**src/rtl/pacote_rv32i.sv**
```systemverilog
// Shared RV32I definitions for the load/store path: funct3 codes, FSM encoding
// and the command-legality check.
package pacote_rv32i;

    localparam logic [2:0] F3_B  = 3'b000;
    localparam logic [2:0] F3_H  = 3'b001;
    localparam logic [2:0] F3_W  = 3'b010;
    localparam logic [2:0] F3_BU = 3'b100;
    localparam logic [2:0] F3_HU = 3'b101;

    typedef enum logic [1:0] {
        OCIOSO    = 2'd0,
        LER       = 2'd1,
        ESCREVER  = 2'd2,
        CONCLUIDO = 2'd3
    } estado_t;

    // Misaligned halfword/word, reserved funct3, or an unsigned width on a store.
    function automatic logic comando_invalido(input logic       escrita,
                                              input logic [2:0] funct3,
                                              input logic [1:0] deslocamento);
        logic invalido;
        case (funct3)
            F3_B:    invalido = 1'b0;
            F3_H:    invalido = deslocamento[0];
            F3_W:    invalido = (deslocamento != 2'b00);
            F3_BU:   invalido = escrita;
            F3_HU:   invalido = escrita | deslocamento[0];
            default: invalido = 1'b1;
        endcase
        return invalido;
    endfunction

endpackage

```
**src/rtl/alinhador_dados.sv**
```systemverilog
// Combinational lane handling: extracts and extends the addressed byte/halfword
// of a loaded word, and merges store data into the old word for partial stores.
module alinhador_dados
    import pacote_rv32i::*;
(
    input  logic [2:0]  funct3,
    input  logic [1:0]  deslocamento,
    input  logic [31:0] palavra_lida,
    input  logic [31:0] palavra_antiga,
    input  logic [31:0] dado_store,
    output logic [31:0] dado_alinhado,
    output logic [31:0] palavra_mesclada
);

    logic [7:0]  byte_sel;
    logic [15:0] meia_sel;

    // NOTE: every signal written here gets a default first, so no path leaves it unassigned and no latch is inferred.
    always_comb begin
        byte_sel = palavra_lida[7:0];
        case (deslocamento)
            2'd1:    byte_sel = palavra_lida[15:8];
            2'd2:    byte_sel = palavra_lida[23:16];
            2'd3:    byte_sel = palavra_lida[31:24];
            default: byte_sel = palavra_lida[7:0];
        endcase
        meia_sel = deslocamento[1] ? palavra_lida[31:16] : palavra_lida[15:0];

        dado_alinhado = palavra_lida;
        case (funct3)
            F3_B:    dado_alinhado = {{24{byte_sel[7]}}, byte_sel};
            F3_H:    dado_alinhado = {{16{meia_sel[15]}}, meia_sel};
            F3_BU:   dado_alinhado = {24'h0, byte_sel};
            F3_HU:   dado_alinhado = {16'h0, meia_sel};
            default: dado_alinhado = palavra_lida;
        endcase
    end

    always_comb begin
        palavra_mesclada = dado_store;
        case (funct3)
            F3_B: begin
                palavra_mesclada = palavra_antiga;
                case (deslocamento)
                    2'd0: palavra_mesclada[7:0]   = dado_store[7:0];
                    2'd1: palavra_mesclada[15:8]  = dado_store[7:0];
                    2'd2: palavra_mesclada[23:16] = dado_store[7:0];
                    2'd3: palavra_mesclada[31:24] = dado_store[7:0];
                    default: palavra_mesclada = palavra_antiga;
                endcase
            end
            F3_H: begin
                palavra_mesclada = palavra_antiga;
                if (deslocamento[1]) palavra_mesclada[31:16] = dado_store[15:0];
                else                 palavra_mesclada[15:0]  = dado_store[15:0];
            end
            default: palavra_mesclada = dado_store;
        endcase
    end

endmodule

```
**src/rtl/unidade_load_store.sv**
```systemverilog
// RV32I load/store unit: sequences word-only accesses to mem_dados, doing
// read-modify-write for byte/halfword stores and extension for loads.
module unidade_load_store
    import pacote_rv32i::*;
(
    input  logic        sinal_clk,
    input  logic        sinal_rst_n,
    input  logic        requisicao,
    input  logic        escrita_ls,
    input  logic [2:0]  funct3,
    input  logic [31:0] endereco,
    input  logic [31:0] dado_store,
    output logic        pronto,
    output logic        erro_alinhamento,
    output logic        ocupado,
    output logic [31:0] dado_load,
    output logic        mem_habilitar_escrita,
    output logic [31:0] mem_endereco,
    output logic [31:0] mem_dado_escrita,
    input  logic [31:0] mem_dado_leitura
);

    estado_t     estado, proximo;
    logic        escrita_r;
    logic        erro_r;
    logic [2:0]  funct3_r;
    logic [31:0] endereco_r;
    logic [31:0] dado_store_r;
    logic [31:0] palavra_antiga_r;
    logic [31:0] dado_alinhado;
    logic [31:0] palavra_mesclada;
    logic        invalido;
    logic        aceitar;

    assign invalido = comando_invalido(escrita_ls, funct3, endereco[1:0]);
    assign aceitar  = (estado == OCIOSO) && requisicao;

    alinhador_dados u_alinhador (
        .funct3           (funct3_r),
        .deslocamento     (endereco_r[1:0]),
        .palavra_lida     (mem_dado_leitura),
        .palavra_antiga   (palavra_antiga_r),
        .dado_store       (dado_store_r),
        .dado_alinhado    (dado_alinhado),
        .palavra_mesclada (palavra_mesclada)
    );

    // NOTE: sequential state uses non-blocking assignments so every register samples pre-edge values.
    always_ff @(posedge sinal_clk or negedge sinal_rst_n) begin
        if (!sinal_rst_n) estado <= OCIOSO;
        else              estado <= proximo;
    end

    always_comb begin
        proximo               = estado;
        pronto                = 1'b0;
        erro_alinhamento      = 1'b0;
        ocupado               = 1'b1;
        mem_habilitar_escrita = 1'b0;
        mem_endereco          = 32'h0;
        mem_dado_escrita      = 32'h0;
        case (estado)
            OCIOSO: begin
                ocupado = 1'b0;
                if (requisicao) begin
                    if (invalido)                proximo = CONCLUIDO;
                    else if (!escrita_ls)        proximo = LER;
                    else if (funct3 == F3_W)     proximo = ESCREVER;
                    else                         proximo = LER;
                end
            end
            LER: begin
                mem_endereco = {endereco_r[31:2], 2'b00};
                proximo      = escrita_r ? ESCREVER : CONCLUIDO;
            end
            ESCREVER: begin
                mem_habilitar_escrita = 1'b1;
                mem_endereco          = {endereco_r[31:2], 2'b00};
                mem_dado_escrita      = palavra_mesclada;
                proximo               = CONCLUIDO;
            end
            CONCLUIDO: begin
                pronto           = 1'b1;
                erro_alinhamento = erro_r;
                proximo          = OCIOSO;
            end
            default: proximo = OCIOSO;
        endcase
    end

    always_ff @(posedge sinal_clk or negedge sinal_rst_n) begin
        if (!sinal_rst_n) begin
            escrita_r        <= 1'b0;
            erro_r           <= 1'b0;
            funct3_r         <= 3'b000;
            endereco_r       <= 32'h0;
            dado_store_r     <= 32'h0;
            palavra_antiga_r <= 32'h0;
            dado_load        <= 32'h0;
        end else begin
            if (aceitar) begin
                escrita_r    <= escrita_ls;
                erro_r       <= invalido;
                funct3_r     <= funct3;
                endereco_r   <= endereco;
                dado_store_r <= dado_store;
            end
            // LER serves both loads and the read half of a partial store.
            if (estado == LER) begin
                if (escrita_r) palavra_antiga_r <= mem_dado_leitura;
                else           dado_load        <= dado_alinhado;
            end
        end
    end

endmodule

```
**config.mk**
```make
export PLATFORM = sky130hd
export DESIGN_NAME = unidade_load_store
export DESIGN_NICKNAME = d
export VERILOG_FILES = /design/src/rtl/pacote_rv32i.sv /design/src/rtl/alinhador_dados.sv /design/src/rtl/unidade_load_store.sv
export SDC_FILE = /design/constraint.sdc
export NUM_CORES = 1
export LEC_CHECK = 0
export CAP_MARGIN = 20
export CORE_ASPECT_RATIO = 2
export CORE_MARGIN = 2
export CORE_UTILIZATION = 35
export CTS_CLUSTER_DIAMETER = 30
export CTS_CLUSTER_SIZE = 25
export DETAILED_ROUTE_END_ITERATION = 8
export REMOVE_ABC_BUFFERS = 1
export SLEW_MARGIN = 25
export SYNTH_ARGS = -nofsm -noshare
export SYNTH_HDL_FRONTEND = slang
export SYNTH_HIERARCHICAL = 1
export SYNTH_SLANG_ARGS = --single-unit
```
**constraint.sdc**
```tcl
create_clock -name sinal_clk -period 6.1 [get_ports sinal_clk]
set_clock_uncertainty 0.05 [all_clocks]
set_input_delay 1.83 -clock sinal_clk [delete_from_list [all_inputs] [get_ports sinal_clk]]
set_output_delay 1.83 -clock sinal_clk [all_outputs]
set_load 0.02 [all_outputs]
```
==> results of run 1 <==
sequential cells by signal, indices dropped and copies added (netlist names):
name / count
dado_load: 32
dado_store_r: 32
endereco_r: 32
palavra_antiga_r: 32
funct3_r: 3
estado: 2
erro_r: 1
escrita_r: 1
worst max path at each step:
stage               cells past startpoint     startpoint              endpoint
detailed placement                      6    funct3_r[0]  mem_dado_escrita[22]
global route                            6  endereco_r[0]  mem_dado_escrita[18]
finish                                  6    funct3_r[1]   mem_dado_escrita[8]
CTS                                     6    funct3_r[0]  mem_dado_escrita[22]
floorplan                               5    funct3_r[1]  mem_dado_escrita[10]
global placement                        6    funct3_r[0]  mem_dado_escrita[20]
cell families after synthesis:
kind of cell | share of synthesized area (%)
AOI/OAI and AO/OA | 7.83
adders and majority gates | 0.896
buffers and inverters | 4.55
DFF | 48.4
muxes | 24.7
other | 0.0537
and+or+nand+nor | 13.6
metrics by stage:
step | hold WS (ns) | power [mW]
floorplan | 0.391 | 3.54
global placement | 0.431 | 4.87
detailed placement | 0.437 | 4.93
CTS | 0.451 | 6.02
global route | 0.467 | 6.31
finish | 0.446 | 5.96
Yosys cell counts, drive strengths merged, types with 6 or more instances:
master | count | share of area (%)
mux2i | 9 | 1.3
clkbuf | 12 | 0.64
dfrtp | 135 | 48
and2 | 63 | 5.6
nand2 | 68 | 3.7
a22o | 8 | 1.0
a21oi | 6 | 0.43
a222oi | 8 | 1.1
mux2 | 145 | 23
nor2b | 6 | 0.57
o21ai | 10 | 0.77
buf | 26 | 3.2
nor2 | 25 | 1.4
a22oi | 11 | 1.2
a31oi | 8 | 0.72
inv | 13 | 0.70
worst max-delay path, delay by kind of cell (launching register included):
family	cells	cell delay, ns
AO/OA/AOI/OAI	1	0.50
buffers and inverters	2	0.61
flip-flops	1	0.65
AND/OR/NAND/NOR	3	1.19
power groups by stage:
| stage | combinational, mW | clock, mW | sequential (mW) |
|---|---|---|---|
| finish | 3.20 | 1.05 | 1.71 |
| global route | 3.42 | 1.12 | 1.77 |
| detailed placement | 3.21 | 0 | 1.72 |
| global placement | 3.16 | 0 | 1.70 |
| floorplan | 1.80 | 0 | 1.74 |
| CTS | 3.23 | 1.08 | 1.71 |
layout make-up:
type                       instances  area (um2)
inverter                          13        48.8
antenna                            1        2.50
clock buffer                      22         484
clock inverter                     9         123
tap                              262         328
sequential                       135        3380
fill                            1845       10000
timing repair buffer             208        2070
multi-input combinational        414        3300
layer usage:
layer	vias to the layer above	global-route usage, %	part of all wire, %
li1	2486	-	-
met1	2711	20.2	35
met2	201	37.7	56
met3	49	4.35	4.9
met4	0	11.9	4.5
met5	-	0	0
==> results_dict.tcl, run 1 <==
set metrics [dict create \
    crit_type "reg2out" \
    post-route-period-util_pct 86.3 \
    synth_sequential_area_ratio_pct 48.4 \
    finalWorstPathRequiredPeriod_ns 5.26 \
    internal_power_mw 3.65 \
    clock_path_buffers 2 \
    gp_congestion 0.831 \
    leakagePower_nw 4.15 \
    mapped_avg_cell_area_um2 11.7 \
    post-place-ws_ns 1.32 \
    cp_data_arrival_time_ns 3.38 \
    top_level_ports 203 \
    pwr-share-clk_pct 17.7 \
    critical_path.max_fanout 26 \
    vias_per_instance 5.12 \
    utilization_pct 49.3 \
    numCtsBuffers 17 \
    synth_cell_type_count 48 \
    firstDrtPassIters 5 \
    ctsHoldBuffers 0 \
    drc_errors 0 \
    p_sw_share_pct 38.7 \
    dr_total_vias 5447 \
    floorplan.rows 73 \
    synthesis_stage_register_bit_count 135 \
    cts_tree "yes" \
    crit_chain "nor2_2 > nand2_1 > a222oi_1 > inv_1 > and2_1 > clkdlybuf4s50_1" \
    chipWidth_um 104 \
    pwr_density_cell_nw_per_um2 613 \
    core_area_um2 19700 \
    worst_min_delay_path_startpoint "endereco_r[22]" \
    dpl.cell_count 1032 \
    max-slew-margin-rel_pct 31.5 \
    outcome "finished clean" \
    combPwrFrac_pct 53.6 \
    startpoint_type "register" \
    cpMaxStageDelayCell "sky130_fd_sc_hd__dfrtp_1" \
    final.setup.worst_slack_ns 0.838 \
    grt_first_pass_wirelength_um 32500 \
    critical_path.reg2reg.startpoint "funct3_r[0]" \
    layout.cells.non_filler 1064 \
    timing.hold.worst.class "reg2reg" \
    maximum_achievable_frequency_mhz 190 \
    globalRouteTotalUtil_pct 20.1 \
    r2r_cells 6 \
    cts_post_setup_buffers_inserted 0 \
    grt_max_degree 103 \
    post_synth_edffs 0 \
    first_iter_violations 246 \
    commonest_cells_after_routing_fill_and_taps_aside "sky130_fd_sc_hd__clkdlybuf4s50_1 (199), sky130_fd_sc_hd__mux2_2 (144), sky130_fd_sc_hd__dfrtp_1 (135)" \
    root_buffer "sky130_fd_sc_hd__clkbuf_16" \
    asyncSetResetFlopFracSynth_pct 100 \
    detailed_place_hpwl_um 15800 \
    r2r_slack_ns 3.59 \
    maxCapViolations 0 \
    r2r-end "dado_load[3]" \
    final-hold-violation-count 0 \
    clock_pin_transition_on_the_worst_setup_and_hold_timing_paths_ns 0.06 \
    overflow 0 \
    pwr-share-seq_pct 28.7 \
    yosys_warnings 6 \
    setup_viol_count_final 0 \
    io_buffers 200 \
    nature_of_the_critical_path_endpoint "output port" \
    setup-tns-final_ns 0 \
    timing.hold.worst_endpoint "endereco_r[22]" \
    number_of_antenna_violations_at_the_first_check_in_global_routing 1 \
    vdd_drop_max_mv 0.255 \
    timing_worst_slew_pin_value_ns 1.03 \
    drt-wirelength-per-cell_um 19.9 \
    slew_limit_fails 0 \
    start_util_pct 35.4 \
    synth_top_flop_cell "sky130_fd_sc_hd__dfrtp_1" \
    fin_area_um2 9730 \
    timing.critical_path.required_ns 4.22 \
    worstHoldPathCells 1 \
    critical-path-max-stage-delay_ns 0.65 \
    worst_skew_pair.late_latency_ns 0.42 \
    syn_inst 599 \
    number_of_global_route_vias_before_repair 5835 \
    routed_wl_um 21200 \
    syn-cell-area_um2 6980 \
    area_delta_synth_final_pct 39.3 \
    grt_setup_unrepaired "false" \
    power.net_switching_mw 2.31 \
    cts.sinks 135 \
    ctsResizeCount 0 \
    ant_nets 0 \
    die-area_um2 21200 \
    drive_gt1_share_pct 24.2 \
    final_common_cell "sky130_fd_sc_hd__clkdlybuf4s50_1" \
    placedInstanceArea_um2 9120 \
    floorplan_die_height_um 204 \
    design.final.nets 897 \
    ctsHtreeMaxLevel 4 \
]
Power figures use the tool's default switching activity.
==> run 2: changes to the inputs <==
--- a/config.mk
+++ b/config.mk
@@ -18,3 +18,4 @@
 export SYNTH_HDL_FRONTEND = slang
 export SYNTH_HIERARCHICAL = 1
 export SYNTH_SLANG_ARGS = --single-unit
+export TNS_END_PERCENT = 1
==> results of run 2 <==
No change in the layout: final DEF, timing and power equal those of run 1.
